### config.mk
export PLATFORM = sky130hd
export DESIGN_NAME = rat_hazard_ctrl
export DESIGN_NICKNAME = d
export VERILOG_FILES = /design/src/rtl/rat_pipe_pkg.sv /design/src/rtl/rat_fwd_port.sv /design/src/rtl/rat_hazard_ctrl.sv
export SDC_FILE = /design/constraint.sdc
export NUM_CORES = 1
export LEC_CHECK = 0
export CAP_MARGIN = 5
export CORE_MARGIN = 4
export CORE_UTILIZATION = 33
export DETAILED_ROUTE_END_ITERATION = 10
export PLACE_DENSITY_LB_ADDON = 0.25
export SYNTH_ARGS = -nofsm -noshare
export SYNTH_HDL_FRONTEND = slang
export SYNTH_HIERARCHICAL = 1
export SYNTH_SLANG_ARGS = --single-unit
### constraint.sdc
create_clock -name CLK -period 1.8 [get_ports CLK]
set_clock_uncertainty 0.2 [all_clocks]
set_input_delay 0.36 -clock CLK [delete_from_list [all_inputs] [get_ports CLK]]
set_output_delay 0.36 -clock CLK [all_outputs]
set_load 0.01 [all_outputs]
### src/rtl/rat_pipe_pkg.sv
// Shared pipeline types for the RAT MCU stage RTL: hazard FSM states,
// forwarding source select, statistics counter width and a mask helper.
package rat_pipe_pkg;

    typedef enum logic [1:0] {
        RUN   = 2'd0,
        STALL = 2'd1,
        FLUSH = 2'd2
    } hazard_state_t;

    typedef enum logic [1:0] {
        FWD_RF = 2'd0,
        FWD_EX = 2'd1,
        FWD_WB = 2'd2
    } fwd_src_t;

    localparam int STATS_W = 16;

    // Mask with the n lowest bits set (n = 0..4). Used for the squash
    // pattern while a flush drains: only slots still holding wrong-path
    // instructions are cleared.
    function automatic logic [3:0] low_mask(input logic [2:0] n);
        logic [3:0] m;
        m = '0;
        for (int k = 0; k < 4; k++) begin
            if (k < int'(n)) m[k] = 1'b1;
        end
        return m;
    endfunction

endpackage

### src/rtl/rat_fwd_port.sv
// One decode read port: compares the read address against the execute and
// writeback destinations, selects the freshest operand and flags a
// load-use conflict that forwarding cannot resolve.
module rat_fwd_port
    import rat_pipe_pkg::*;
#(
    parameter int DATA_W = 8,
    parameter int ADDR_W = 5
) (
    input  logic [ADDR_W-1:0] rd_addr,
    input  logic              rd_use,
    input  logic [DATA_W-1:0] rf_data,
    input  logic              ex_wr_en,
    input  logic [ADDR_W-1:0] ex_wr_addr,
    input  logic              ex_wr_load,
    input  logic [DATA_W-1:0] ex_wr_data,
    input  logic              wb_wr_en,
    input  logic [ADDR_W-1:0] wb_wr_addr,
    input  logic [DATA_W-1:0] wb_wr_data,
    output logic [DATA_W-1:0] fwd_data,
    output logic              load_hit
);

    fwd_src_t src;
    logic     ex_match;

    assign ex_match = ex_wr_en && (ex_wr_addr == rd_addr);

    // Source select: execute is the younger producer and wins over writeback;
    // a load in execute has no data yet, so it never forwards.
    always_comb begin
        // NOTE: every variable written here gets a default first, so no path
        // leaves it unassigned and no latch is inferred.
        src = FWD_RF;
        if (ex_match && !ex_wr_load) begin
            src = FWD_EX;
        end else if (wb_wr_en && (wb_wr_addr == rd_addr)) begin
            src = FWD_WB;
        end
    end

    // Operand mux driven by the selected source.
    always_comb begin
        fwd_data = rf_data;
        case (src)
            FWD_EX:  fwd_data = ex_wr_data;
            FWD_WB:  fwd_data = wb_wr_data;
            default: fwd_data = rf_data;
        endcase
    end

    assign load_hit = rd_use && ex_match && ex_wr_load;

endmodule

### src/rtl/rat_hazard_ctrl.sv
// Hazard/forwarding controller for the pipelined RAT MCU. Forwards operands
// to N_RD decode read ports, interlocks load-use with a one-cycle stall and
// squashes FLUSH_DEPTH younger slots after a taken branch.
// Optional stall/flush statistics counters: define RAT_HAZARD_STATS_EN.
module rat_hazard_ctrl #(
    parameter int DATA_W      = 8,
    parameter int ADDR_W      = 5,
    parameter int N_RD        = 2,
    parameter int FLUSH_DEPTH = 2
) (
    input  logic                     CLK,
    input  logic                     RESET,
    input  logic [N_RD*ADDR_W-1:0]   DEC_RD_ADDR,
    input  logic [N_RD-1:0]          DEC_RD_USE,
    input  logic [N_RD*DATA_W-1:0]   RF_RD_DATA,
    input  logic                     EX_WR_EN,
    input  logic [ADDR_W-1:0]        EX_WR_ADDR,
    input  logic                     EX_WR_LOAD,
    input  logic [DATA_W-1:0]        EX_WR_DATA,
    input  logic                     WB_WR_EN,
    input  logic [ADDR_W-1:0]        WB_WR_ADDR,
    input  logic [DATA_W-1:0]        WB_WR_DATA,
    input  logic                     BRN_TAKEN,
    output logic [N_RD*DATA_W-1:0]   FWD_RD_DATA,
    output logic                     STALL,
    output logic                     BUBBLE_EX,
    output logic [FLUSH_DEPTH-1:0]   SQUASH,
    output logic [15:0]              STALL_CNT,
    output logic [15:0]              FLUSH_CNT
);

    rat_pipe_pkg::hazard_state_t state, state_nx;
    logic [2:0]             cnt, cnt_nx;
    logic [N_RD-1:0]        load_hit;
    logic                   hazard;
    logic                   stall_c, bubble_c;
    logic [FLUSH_DEPTH-1:0] squash_c;
    logic [3:0]             mask_w;

    for (genvar i = 0; i < N_RD; i++) begin : g_port
        rat_fwd_port #(
            .DATA_W (DATA_W),
            .ADDR_W (ADDR_W)
        ) u_port (
            .rd_addr    (DEC_RD_ADDR[i*ADDR_W +: ADDR_W]),
            .rd_use     (DEC_RD_USE[i]),
            .rf_data    (RF_RD_DATA[i*DATA_W +: DATA_W]),
            .ex_wr_en   (EX_WR_EN),
            .ex_wr_addr (EX_WR_ADDR),
            .ex_wr_load (EX_WR_LOAD),
            .ex_wr_data (EX_WR_DATA),
            .wb_wr_en   (WB_WR_EN),
            .wb_wr_addr (WB_WR_ADDR),
            .wb_wr_data (WB_WR_DATA),
            .fwd_data   (FWD_RD_DATA[i*DATA_W +: DATA_W]),
            .load_hit   (load_hit[i])
        );
    end

    assign hazard = |load_hit;
    assign mask_w = rat_pipe_pkg::low_mask(cnt);

    // Next-state and Mealy control decode; a branch beats a load-use hazard
    // because the stalled instruction is squashed anyway.
    always_comb begin
        state_nx = state;
        cnt_nx   = cnt;
        stall_c  = 1'b0;
        bubble_c = 1'b0;
        squash_c = '0;
        case (state)
            rat_pipe_pkg::RUN: begin
                if (BRN_TAKEN) begin
                    squash_c = '1;
                    bubble_c = 1'b1;
                    cnt_nx   = 3'(FLUSH_DEPTH - 1);
                    state_nx = (FLUSH_DEPTH > 1) ? rat_pipe_pkg::FLUSH : rat_pipe_pkg::RUN;
                end else if (hazard) begin
                    stall_c  = 1'b1;
                    bubble_c = 1'b1;
                    state_nx = rat_pipe_pkg::STALL;
                end
            end
            rat_pipe_pkg::STALL: begin
                // Load has moved to writeback and is forwarded from there.
                state_nx = rat_pipe_pkg::RUN;
            end
            rat_pipe_pkg::FLUSH: begin
                squash_c = mask_w[FLUSH_DEPTH-1:0];
                cnt_nx   = cnt - 3'd1;
                if (cnt_nx == 3'd0) state_nx = rat_pipe_pkg::RUN;
            end
            default: state_nx = rat_pipe_pkg::RUN;
        endcase
    end

    // Controls are forced low while reset is held so they drop immediately.
    assign STALL     = stall_c  & ~RESET;
    assign BUBBLE_EX = bubble_c & ~RESET;
    assign SQUASH    = squash_c & {FLUSH_DEPTH{~RESET}};

    // State register and flush counter.
    always_ff @(posedge CLK or posedge RESET) begin
        if (RESET) begin
            state <= rat_pipe_pkg::RUN;
            cnt   <= 3'd0;
        end else begin
            // NOTE: non-blocking assignments on all registered state so every
            // flop samples pre-edge values regardless of statement order.
            state <= state_nx;
            cnt   <= cnt_nx;
        end
    end

`ifdef RAT_HAZARD_STATS_EN
    logic [rat_pipe_pkg::STATS_W-1:0] stall_cnt_q, flush_cnt_q;

    // Saturating event counters: stall cycles and branches accepted in RUN.
    always_ff @(posedge CLK or posedge RESET) begin
        if (RESET) begin
            stall_cnt_q <= '0;
            flush_cnt_q <= '0;
        end else begin
            if (stall_c && (stall_cnt_q != '1)) stall_cnt_q <= stall_cnt_q + 1'b1;
            if ((state == rat_pipe_pkg::RUN) && BRN_TAKEN && (flush_cnt_q != '1))
                flush_cnt_q <= flush_cnt_q + 1'b1;
        end
    end

    assign STALL_CNT = stall_cnt_q;
    assign FLUSH_CNT = flush_cnt_q;
`else
    assign STALL_CNT = 16'h0000;
    assign FLUSH_CNT = 16'h0000;
`endif

`ifndef SYNTHESIS
    // Squashed slots cannot resolve a branch; a branch here means the
    // surrounding pipeline failed to honour SQUASH.
    brn_in_flush_a: assert property (@(posedge CLK) disable iff (RESET)
        !((state == rat_pipe_pkg::FLUSH) && BRN_TAKEN));
`endif

endmodule

==> qor.tcl <==
set qor(synth.cells.most_frequent) {32 x buf_4, 19 x xnor2_1, 17 x nor3_1}
set qor(holdWs_ns) 0.0824
set qor(ant_nets) 0
set qor(final_cell_count_no_fill) 364
set qor(drt_total_wl_um) 7260
set qor(maximum_number_of_pins_on_one_net_before_global_route_repair) 10
set qor(worstPathArrival_ns) 1.63
set qor(regToRegSetupSlack_ns) 0.11
set qor(cell_internal_pwr_uw) 980
set qor(detail_routed_via_count_per_cell) 5.48
set qor(grt_antenna_before_repair) 0
set qor(dp_cells) 333
set qor(outcome) {finished with violations}
set qor(fin_crit_ns) 2.19
set qor(antenna-diode-count) 0
set qor(ctsRootBufferMaster) {clkbuf_8}
set qor(synthToLayoutAreaGrowth_pct) 127
set qor(min_path_type) {in2async}
set qor(yosysTopAreaCellShare_pct) 17.7
set qor(ys_top_cells_by_area) {buf_4 18%, xnor2_1 12%, o22a_1 10%}
set qor(synth.most_common_cell) {buf_4}
set qor(clk_pin_slew_ns) 0.04
set qor(rows) 23
set qor(initial_utilization_pct) 34.1
set qor(share_of_flip_flops_with_an_asynchronous_set_or_reset_after_synthesis_pct) 100
set qor(final-seq-area_um2) 125
set qor(cts_hold_buffers) 0
set qor(detailed_place_hpwl_um) 3800
set qor(place_area_um2) 2440
set qor(syn-instance-count) 184
set qor(die_width_um) 72.1
set qor(yosys.area.top_type) {buf_4}
set qor(comb_power_share_pct) 74.8
set qor(grt_setup_unrepaired) {true}
set qor(final_layout_size_suffix_gt1_share_pct) 53.2
set qor(power_frac_clock_pct) 13.1
set qor(setup_tns_after_final_layout_ns) -5.89
set qor(synth_seq_cells) 5
set qor(globalplace.congestion) 0.827
set qor(fin_nets) 377
set qor(critPathMaxFanout) 6
set qor(timing_hold_violations_final) 0
set qor(synth_sequential_area_ratio_pct) 9.24
set qor(detailedRoute.firstPassIterationCount) 4
set qor(synth_area_um2) 1350
set qor(power.switching_fraction_pct) 41.2
set qor(core_region_area_um2) 3970
set qor(grt_pass1_wl_um) 10100
set qor(cts_tree) {done}
set qor(timing_worst_setup_path_type) {in2out}
set qor(clock_path_buffers) 2
set qor(final.setup.worst_slack_ns) -0.391
set qor(irDropWorstVdd_uv) 556
set qor(grt.total_usage_pct) 24.9
set qor(multi_input_comb_area_um2) 1650
set qor(route.detailed.drc) 0
set qor(synth_enable_flop_cells) 0
set qor(num_io_pins) 112
set qor(design_area_um2) 3080
set qor(first_global_vias) 2020
set qor(total_power_uw) 1670
set qor(endpoint_kind) {primary output}
set qor(powerDensity_nw_per_um2) 541
set qor(wire_per_inst_um) 20.0
set qor(sequentialPowerShare_pct) 12.2
set qor(cp_data_required_time_ns) 1.24
set qor(worstSkewPairLatency_ns) 0.23
set qor(synth_area_per_cell_um2) 7.36
set qor(port-buffer-count) 79
set qor(max_clock_freq_ghz) 0.456
set qor(htreeDepth) 1
set qor(failing_checks) {negative setup slack}
set qor(synth_cell_types) 32
set qor(synth.yosys.warnings) 6
set qor(crit_path_start_kind) {input pin}
set qor(clock-sinks) 5
set qor(drt-initial-drc-count) 174
set qor(setup_viol_count_final) 19
set qor(dieArea_um2) 5190
set qor(synth_top_flop_cell) {dfrtp_1}
set qor(layout_worst_path_cycle_share_pct) 122
set qor(drv_cap) 0
set qor(leakagePower_uw) 0.00132
set qor(die_h_um) 72.1
set qor(fillCellCount) 249
set qor(via_count) 1993
set qor(cts_inserted_buffers) 3
set qor(globalRouteOverflowTotal) 0
set qor(p_sw_uw) 687
set qor(report.final.slew_viol_count) 0
==> kinds of logic after synthesis <==
logic type                 count (synthesis)  share of synthesized area, %
AOI/OAI and AO/OA                         55                          26.7
xor gates and xnor gates                  21                          14.7
adders and majority gates                  2                          1.85
buffers and inverters                     45                          23.8
DFF                                        5                          9.24
muxes                                      1                         0.739
other                                      1                         0.277
and+or+nand+nor                           54                          22.7
==> flip-flops by register name, indices dropped and copies added, names as in the netlist <==
| register | cells |
|---|---|
| cnt | 3 |
| state | 2 |
==> routing by layer <==
| layer | vias to the layer above | track usage, % | routed length (µm) |
|---|---|---|---|
| li1 | 891 | - | - |
| met1 | 927 | 28.8 | 2410 |
| met2 | 137 | 44.3 | 3840 |
| met3 | 38 | 3.46 | 641 |
| met4 | 0 | 12.9 | 378 |
| met5 | - | 0 | 0 |
==> placed cells by master (no fill, tap or decap), types with 3 or more instances in the layout <==
cell type / Yosys / layout
dlygate4sd2_1: 0 / 4
buf_4: 32 / 25
buf_2: 2 / 27
a21oi_2: 0 / 13
nor3_2: 1 / 8
clkdlybuf4s50_1: 0 / 32
o21ai_0: 16 / 3
nand4_4: 0 / 4
nand4_1: 4 / 4
o22a_1: 16 / 16
clkbuf_8: 0 / 3
dfrtp_1: 5 / 5
buf_6: 4 / 33
o21ai_1: 0 / 10
nand3_1: 16 / 16
xnor2_2: 2 / 11
a21oi_1: 16 / 3
o21ai_2: 0 / 3
nor3_4: 0 / 9
conb_1: 1 / 32
xnor2_4: 0 / 10
inv_1: 5 / 4
==> power by group through the flow <==
stage | registers (µW) | logic, µW | clock network (µW)
global route | 209 | 1320 | 235
CTS | 198 | 1150 | 225
finish | 203 | 1250 | 218
floorplan | 207 | 492 | 0
global placement | 185 | 911 | 0
detailed placement | 189 | 922 | 0
==> cell type report <==
class                      count  share of cell area (%)
clock buffer                   4                    1.46
timing repair buffer         129                    38.2
tap                           50                    2.03
multi-input combinational    171                    53.6
inverter                       5                   0.610
sequential                     5                    4.06
==> per-stage QoR <==
step | util [%] | worst slack [ns]
after floorplan | - | -0.0351
after global placement | 61.4 | -1.19
after detailed placement | 61.4 | -1.23
after CTS | 74.3 | -0.409
after global routing | 77.5 | -0.457
final | 77.5 | -0.391
==> worst max-delay path: stages <==
cell      delay [ns]
buf_2           0.13
xnor2_2         0.17
buf_4           0.17
nand3b_2        0.16
buf_4           0.20
nor3_2          0.19
a21oi_1         0.09
buf_2           0.16
==> final timing paths <==
kind / depth (start not counted) / start / to
max reg2reg: 6 / cnt[0]$_DFFE_PP0P_ / cnt[2]$_DFFE_PP0P_
min reg2reg: 2 / state[0]$_DFFE_PP0P_ / state[0]$_DFFE_PP0P_
min in group CLK: 2 / state[0]$_DFFE_PP0P_ / state[0]$_DFFE_PP0P_
max in group asynchronous: 2 / RESET / cnt[2]$_DFFE_PP0P_
min: 2 / RESET / state[0]$_DFFE_PP0P_
max: 8 / EX_WR_ADDR[0] / FWD_RD_DATA[6]
==> what timing repair did <==
action                     in CTS  in global routing
setup buffers                  23                  4
cloned                          9                  0
resized for setup             251                 48
pin swaps                      73                 29
setup endpoints to repair      20                 20
Note: power is estimated with default switching activity, not from simulation.
